<file path="src/rtl/camera_power_seq_pkg.sv">
// Shared state encodings and default 50 MHz timing constants for the camera
// power sequencer and the SCCB init logic that follows it.
package camera_power_seq_pkg;

    localparam int STATE_W = 3;

    typedef enum logic [STATE_W-1:0] {
        ST_OFF       = 3'd0,
        ST_PWR_WAIT  = 3'd1,
        ST_RST_WAIT  = 3'd2,
        ST_STAGGER   = 3'd3,
        ST_INIT_WAIT = 3'd4,
        ST_READY     = 3'd5,
        ST_SHUTDOWN  = 3'd6,
        ST_UNUSED    = 3'd7
    } seq_state_e;

    localparam int DEF_NUM_CAM = 2;
    localparam int DEF_T_PWR   = 262144;
    localparam int DEF_T_RST   = 65536;
    localparam int DEF_T_STAG  = 1;
    localparam int DEF_T_INIT  = 1048576;
    localparam int DEF_T_SHDN  = 1024;
    localparam int DEF_CNT_W   = 21;

    // A duration T loads T-1, so T may be at most 2^w.
    function automatic logic t_fits(input int t, input int w);
        return (t >= 1) && (longint'(t) <= (longint'(1) << w));
    endfunction

endpackage

</file>
<file path="src/rtl/seq_timer.sv">
// Loadable down-counter that parks at zero; zero_o flags the final cycle of
// a timed interval.
module seq_timer #(
    parameter int CNT_W = 21
) (
    input  logic             clk,
    input  logic             srst,
    input  logic             load_i,
    input  logic [CNT_W-1:0] value_i,
    output logic             zero_o
);

    logic [CNT_W-1:0] cnt_q;

    always_ff @(posedge clk) begin
        if (srst) begin
            cnt_q <= '0;
        end else if (load_i) begin
            cnt_q <= value_i;
        end else if (cnt_q != '0) begin
            cnt_q <= cnt_q - 1'b1;
        end
    end

    assign zero_o = (cnt_q == '0);

endmodule

</file>
<file path="src/rtl/camera_power_seq.sv">
// Power-up / power-down sequencer for up to eight image sensors sharing one
// PWDN line, with staggered per-camera reset release.
module camera_power_seq
    import camera_power_seq_pkg::*;
#(
    parameter int NUM_CAM = DEF_NUM_CAM,
    parameter int T_PWR   = DEF_T_PWR,
    parameter int T_RST   = DEF_T_RST,
    parameter int T_STAG  = DEF_T_STAG,
    parameter int T_INIT  = DEF_T_INIT,
    parameter int T_SHDN  = DEF_T_SHDN,
    parameter int CNT_W   = DEF_CNT_W
) (
    input  logic               clk_50M,
    input  logic               reset,
    input  logic               enable,
    input  logic               restart,
    output logic               camera_pwnd,
    output logic [NUM_CAM-1:0] camera_rstn,
    output logic               initial_en,
    output logic [STATE_W-1:0] seq_state,
    output logic               busy
);

    if (NUM_CAM < 1 || NUM_CAM > 8) begin : g_bad_num_cam
        $error("camera_power_seq: NUM_CAM must be 1..8");
    end
    if (!t_fits(T_PWR, CNT_W) || !t_fits(T_RST, CNT_W) || !t_fits(T_STAG, CNT_W) ||
        !t_fits(T_INIT, CNT_W) || !t_fits(T_SHDN, CNT_W)) begin : g_bad_timing
        $error("camera_power_seq: every T_* must be in 1..2^CNT_W");
    end

    seq_state_e         state_q, state_d;
    logic               pwnd_q, pwnd_d;
    logic [NUM_CAM-1:0] rstn_q, rstn_d;
    logic               init_en_q, init_en_d;
    logic               busy_q, busy_d;
    logic [2:0]         idx_q, idx_d;
    logic               tmr_load;
    logic [CNT_W-1:0]   tmr_value;
    logic               tmr_zero;
    logic [NUM_CAM-1:0] rel_sel;

    seq_timer #(.CNT_W(CNT_W)) u_timer (
        .clk     (clk_50M),
        .srst    (reset),
        .load_i  (tmr_load),
        .value_i (tmr_value),
        .zero_o  (tmr_zero)
    );

    for (genvar gi = 0; gi < NUM_CAM; gi++) begin : g_rel_sel
        assign rel_sel[gi] = (idx_q == 3'(gi));
    end

    always_comb begin
        state_d   = state_q;
        pwnd_d    = pwnd_q;
        rstn_d    = rstn_q;
        init_en_d = init_en_q;
        idx_d     = idx_q;
        tmr_load  = 1'b0;
        tmr_value = '0;
        case (state_q)
            ST_OFF: begin
                pwnd_d    = 1'b1;
                rstn_d    = '0;
                init_en_d = 1'b0;
                idx_d     = '0;
                if (enable) begin
                    state_d   = ST_PWR_WAIT;
                    tmr_load  = 1'b1;
                    tmr_value = CNT_W'(T_PWR - 1);
                end
            end
            ST_PWR_WAIT: begin
                if (!enable) begin
                    state_d = ST_OFF;
                end else if (tmr_zero) begin
                    state_d   = ST_RST_WAIT;
                    pwnd_d    = 1'b0;
                    tmr_load  = 1'b1;
                    tmr_value = CNT_W'(T_RST - 1);
                end
            end
            ST_RST_WAIT, ST_STAGGER, ST_INIT_WAIT: begin
                if (!enable) begin
                    state_d   = ST_SHUTDOWN;
                    rstn_d    = '0;
                    init_en_d = 1'b0;
                    idx_d     = '0;
                    tmr_load  = 1'b1;
                    tmr_value = CNT_W'(T_SHDN - 1);
                end else if (tmr_zero) begin
                    if (state_q == ST_INIT_WAIT) begin
                        state_d   = ST_READY;
                        init_en_d = 1'b1;
                    end else if (idx_q == 3'(NUM_CAM - 1)) begin
                        // The last release edge doubles as the INIT_WAIT entry edge.
                        state_d   = ST_INIT_WAIT;
                        rstn_d    = rstn_q | rel_sel;
                        tmr_load  = 1'b1;
                        tmr_value = CNT_W'(T_INIT - 1);
                    end else begin
                        state_d   = ST_STAGGER;
                        rstn_d    = rstn_q | rel_sel;
                        idx_d     = idx_q + 3'd1;
                        tmr_load  = 1'b1;
                        tmr_value = CNT_W'(T_STAG - 1);
                    end
                end
            end
            ST_READY: begin
                if (!enable || restart) begin
                    state_d   = ST_SHUTDOWN;
                    rstn_d    = '0;
                    init_en_d = 1'b0;
                    idx_d     = '0;
                    tmr_load  = 1'b1;
                    tmr_value = CNT_W'(T_SHDN - 1);
                end
            end
            ST_SHUTDOWN: begin
                if (tmr_zero) begin
                    state_d = ST_OFF;
                    pwnd_d  = 1'b1;
                end
            end
            default: begin
                state_d   = ST_OFF;
                pwnd_d    = 1'b1;
                rstn_d    = '0;
                init_en_d = 1'b0;
                idx_d     = '0;
            end
        endcase
        busy_d = !(state_d == ST_OFF || state_d == ST_READY);
    end

    always_ff @(posedge clk_50M) begin
        if (reset) begin
            state_q   <= ST_OFF;
            pwnd_q    <= 1'b1;
            rstn_q    <= '0;
            init_en_q <= 1'b0;
            busy_q    <= 1'b0;
            idx_q     <= '0;
        end else begin
            state_q   <= state_d;
            pwnd_q    <= pwnd_d;
            rstn_q    <= rstn_d;
            init_en_q <= init_en_d;
            busy_q    <= busy_d;
            idx_q     <= idx_d;
        end
    end

    assign camera_pwnd = pwnd_q;
    assign camera_rstn = rstn_q;
    assign initial_en  = init_en_q;
    assign seq_state   = state_q;
    assign busy        = busy_q;

endmodule

</file>
<file path="config.mk">
export PLATFORM = sky130hd
export DESIGN_NAME = camera_power_seq
export DESIGN_NICKNAME = d
export VERILOG_FILES = /design/src/rtl/camera_power_seq_pkg.sv /design/src/rtl/seq_timer.sv /design/src/rtl/camera_power_seq.sv
export SDC_FILE = /design/constraint.sdc
export NUM_CORES = 1
export LEC_CHECK = 0
export CAP_MARGIN = 10
export CORE_ASPECT_RATIO = 0.9
export CORE_MARGIN = 4
export CORE_UTILIZATION = 40
export CTS_BUF_LIST = sky130_fd_sc_hd__clkbuf_4
export DETAILED_ROUTE_END_ITERATION = 10
export PLACE_DENSITY = 0.66
export SLEW_MARGIN = 25
export SYNTH_ARGS = -nofsm -noshare
export SYNTH_HDL_FRONTEND = slang
export SYNTH_SLANG_ARGS = --single-unit
</file>
<file path="constraint.sdc">
create_clock -name clk_50M -period 4.81 [get_ports clk_50M]
set_clock_uncertainty 0.05 [all_clocks]
set_input_delay 0.481 -clock clk_50M [delete_from_list [all_inputs] [get_ports clk_50M]]
set_output_delay 0.481 -clock clk_50M [all_outputs]
set_load 0.01 [all_outputs]
</file>
Word-level counts from Yosys, hierarchy flattened. Index checks and enable logic that the tools add are counted.

Flip-flop bits (word level): 32. Output and inout port bits: 8.

$add $sub $neg: 2. Equal/unequal tests: 16. Muxes and demuxes: 49. Bitwise gates (word level): 3. Reductions and logical operators: 17.

Operators by type and width (count): $mux 20 (4); $pmux 20 s4 (1); $mux 21 (2); $mux 3 (14); $mux 16 (2); $logic_not 21->1 (1); $reduce_bool 21->1 (1); $sub 21x1->21 const B (1); $mux 18 (1); $pmux 3 s5 (1); $mux 1 (14); $eq 3x3->1 const B (4); $ne 3x3->1 const B (4); $reduce_and 4->1 (3); $mux 10 (1); $logic_not 3->1 (3); $pmux 3 s3 (1); $mux 2 (4); $ne 2x2->1 const B (4); $eq 3x1->1 const B (2); $eq 3x2->1 const B (2); $pmux 1 s3 (2); $pmux 2 s3 (1); $reduce_and 5->1 (1); other kinds (10) (13).

Longest topological paths before layout.
Depth in word-level cells: 9. Gate-level depth with buffers: 10.

By module. From an unflattened synthesis, not the netlist that was laid out.

Cell total of the unflattened synthesis: 245. Area, all modules: 1983.2 µm².

Modules (own cells, without submodules): seq_timer (instances 1, cells an instance 140, area an instance 1157.4 µm²); camera_power_seq (instances 1, cells an instance 105, area an instance 825.8 µm²).

Worst setup path after synthesis. OpenSTA, ideal clock, no wires.

Path kind: register to register. From: register u_timer.cnt_q[13]. To: register u_timer.cnt_q[10]. Library setup time: 137 ps. Arrival: 2225 ps. Data required time: 4623 ps. Setup slack: 2398 ps. Cell stages (with the launch flop): 10. Clock period less this slack: 2412 ps. Path through: dfxtp_1 > or4_4 > or4_1 > buf_2 > nor2_4 > a21oi_1 > buf_2 > clkbuf_1 > nand2_1 > a21oi_1.

Word-level cells in the longest chain between the ends: 5. Elaborated cells on any way between the ends: 14. Classes of those cells: mux: 11; reduce/logical: 3.

Ends and longest elaborated chain: from (decl) (RTL line seq_timer.sv:13) `logic [CNT_W-1:0] cnt_q;`; from (signal assigned) (RTL line seq_timer.sv:19) `cnt_q <= value_i;`; from (signal assigned) (RTL line seq_timer.sv:21) `cnt_q <= cnt_q - 1'b1;`; $logic_not 21->1 (RTL line seq_timer.sv:25) `assign zero_o = (cnt_q == '0);`; $mux 20, or another cell as far along (RTL line camera_power_seq.sv:94) `end else if (tmr_zero) begin`; $mux 20, or another cell as far along (RTL line camera_power_seq.sv:87) `if (!enable) begin`; $pmux 20 s4 / $pmux 1 s4 (equally long branches) (RTL line camera_power_seq.sv:64) `case (state_q)`; $mux 21 / $reduce_bool 2->1 (equally long branches).

Several ways; a longest one is shown, not always the timed one. A chain may end at the register's enable or synchronous reset.

Final worst setup path.
From: register u_timer.cnt_q[13]. To: register idx_q[0].

Word-level cells in the longest chain between the ends: 3.

Ends and longest elaborated chain: $logic_not 21->1 (RTL line seq_timer.sv:25); $ne 3x3->1 (no source line); $reduce_and 5->1 (no source line); to (signal assigned) (RTL line camera_power_seq.sv:154) `idx_q <= idx_d;`; to (decl) (RTL line camera_power_seq.sv:38) `logic [2:0] idx_q, idx_d;`.

Every way passes these cells.

==> results by group <==
Synth
  • Synth cell types: 50
  • YS warnings: 0
  • Ys async rst share: 0%
  • Seq/Total Area, Yosys: 34.9%
  • #FFs+latches synth: 32
  • Mapped Nets: 238
  • Post-Synthesis Cell Area: 1840 um^2
  • Avg Inst Size Synth: 7.98 um^2
  • Gate Count Post-Synth: 230
  • Post-synth EDFFs: 0
  • Post-synth top flop: dfxtp_1

Global routing
  • GR met2 Demand/Resource: 22.7%
  • Total GRT Usage: 14.8%
  • Most Crowded Layer GR: met2
  • Met1 usage: 20.6%
  • Met3 Use GR: 3.35%
  • First-pass GRT wire length: 6800 um
  • Initial antenna violation count: 0
  • GRT overflow: 0
  • Vias in the first global route: 1497
  • Largest net degree at the start of global routing: 22

Pwr
  • PD cells: 370 nW/um^2
  • Combinational share of power: 29.2%
  • Worst VDD drop: 0.131 mV
  • Internal power: 502 uW
  • Total Power: 762 uW
  • Sequential group share of total power: 44.6%
  • P_sw: 260 uW
  • Sw frac: 34.2%
  • LEAKAGE: 0.000761 uW
  • Clock network fraction of total power: 26.1%

Clocking
  • CTS HTree Levels: 2
  • Worst-Skew Late Latency: 0.34 ns
  • Cts hold-fix bufs: 0
  • CTS root buffer: clkbuf_4
  • TritonCTS clock tree: yes
  • Clock transition at path regs: 0.10 ns
  • Clk sinks: 32
  • CTS buffer count: 5
  • Post-CTS Setup Repair Bufs: 0
  • Post-CTS sizing: 0
  • Clock buffer depth: 2

Run
  • Maximum capacitance violations: 0

Setup path
  • WP data required: 5.04 ns
  • Crit path DAT: 2.91 ns
  • CP Capture Type: register
  • Kind of critical path: reg -> reg
  • Max FO, Critical Path: 5
  • Setup crit start kind: register

Min path
  • Worst hold-check path type: reg -> reg

Timing
  • Final slew viol count: 0
  • Setup TNS: 0 ns
  • RSZ-0062 raised after global routing: false
  • Tmin final: 2.68 ns
  • Tcrit/Tclk final: 55.6%
  • Tightest Pin Transition: 0.866 ns
  • Final setup vio count: 0
  • Headroom to the max-slew limit: 41.7%
  • Highest clock rate: 0.374 GHz
  • Final hold violations: 0

Floorplanning
  • Starting density of the core: 41.4%
  • Die ar.: 5740 um^2
  • # IOs: 12
  • DIE HEIGHT: 72.3 um
  • Core Region: 4430 um^2
  • Die Width: 79.4 um
  • Num rows: 23

Route
  • Wire per inst: 13.3 um
  • Post-route antenna net violation count: 0
  • Final wirelength: 3990 um
  • Via density: 5.50
  • Total number of vias: 1656
  • TritonRoute pass-1 iters: 4
  • DRC Markers: 0
  • Iteration-0 DRC Markers: 162

Outcome
  • Status: completed

Final layout
  • Share of cells above drive strength 1: 6.28%
  • Nets: 246
  • # diodes: 0
  • Final core utilization: 46.5%
  • Post-route cell area: 2060 um^2
  • Synth-to-Final Area Change: 12.3%
  • Fill cells: 476

Place
  • Placer congestion estimate: 0.874
  • Post-DP HPWL: 2870 um
  • Area post-placement: 1990 um^2
  • # port buffers: 11
[layout make-up]
cell class                      instances  area [um^2]  area share (%)
Multi-Input combinational cell        181         1130            54.7
Sequential cell                        32          641            31.1
Timing Repair Buffer                   12          118            5.70
Tap cell                               62         77.6            3.76
Clock buffer                            5         37.5            1.82
Clock inverter                          3         37.5            1.82
Inverter                                6         22.5            1.09
[cell usage in the layout, fill, tap and decap left out, types with 4 or more instances in the layout]
master           count
dfxtp_1             32
nand2_1             25
a21oi_1             24
nor2_1              19
xor2_1              11
clkdlybuf4s50_1     11
nor3_1               8
nor4_1               7
nor2b_1              7
o21ai_0              7
inv_1                6
nand2b_1             6
xnor2_1              6
or4_1                5
nand3_1              5
a31oi_1              5
clkbuf_4             5
o41ai_1              4
ha_1                 4
[path summary, 6_finish.rpt]
check	slack (ns)	start	to	cells past startpoint
setup / recovery	2.13	u_timer.cnt_q[13]	idx_q[0]	5
hold / removal	0.43	u_timer.cnt_q[20]	u_timer.cnt_q[20]	1
hold reg to reg	0.43	u_timer.cnt_q[20]	u_timer.cnt_q[20]	1
setup reg to reg	2.13	u_timer.cnt_q[13]	idx_q[0]	5
[registers in the layout, indices dropped and copies added, names as in the netlist]
name           count
idx_q              3
initial_en         1
camera_rstn        2
camera_pwnd        1
seq_state          3
busy               1
u_timer.cnt_q     21
[critical path, stage by stage (launching register included)]
cell,delay (ns)
dfxtp_1,0.36
or4_4,0.57
nor4_1,0.68
nand2_1,0.23
nor4_1,0.50
mux2_2,0.24
[power groups by stage]
stage	combinational, uW	sequential [uW]	clock (uW)
after floorplan	177	335	0
after global placement	220	344	0
after detailed placement	221	346	0
after CTS	223	340	205
after global routing	249	347	215
final	223	340	199
[through the flow]
| step | instances | setup slack [ns] | hold WS, ns |
|---|---|---|---|
| after floorplan | 230 | 2.40 | 0.411 |
| after global placement | 293 | 2.05 | 0.424 |
| after detailed placement | 293 | 1.94 | 0.415 |
| after CTS | 301 | 2.15 | 0.436 |
| after global routing | 301 | 1.85 | 0.443 |
| final | 301 | 2.13 | 0.434 |
[kinds of logic after synthesis]
| kind of cell | Yosys count | synth area share [%] |
|---|---|---|
| and+or+nand+nor | 93 | 26.2 |
| AOI/OAI and AO/OA | 65 | 23.2 |
| DFF | 32 | 34.9 |
| xor gates and xnor gates | 17 | 8.11 |
| buffers and inverters | 17 | 3.61 |
| adders and majority gates | 4 | 2.73 |
| muxes | 2 | 1.23 |
[synthesized netlist by cell type, drive strengths merged (2+ instances only)]
master   number  area share (%)
a21boi        2            0.82
a21oi        25             7.0
a22oi         2            0.82
a2bb2oi       2            0.95
a311oi        2            0.95
a31oi         6             2.4
buf           2            0.55
clkbuf        9             1.8
dfxtp        32              35
ha            4             2.7
inv           6             1.2
mux2          2             1.2
nand2        25             5.1
nand2b        6             2.0
nand3         5             1.4
nand4         2            0.68
nor2         20             4.5
nor2b         7             2.4
nor3          8             2.2
nor4          7             2.4
o21ai         8             2.2
o22ai         2            0.68
o41ai         4             1.9
or3           2            0.68
or4           6             2.7
xnor2         6             2.9
xor2         11             5.2
[metal layers]
layer	up-vias	wire length, um
li1	856	-
met1	773	2080
met2	19	1740
met3	8	111
met4	0	65
met5	-	0
Note: power is estimated with default switching activity, not from simulation.
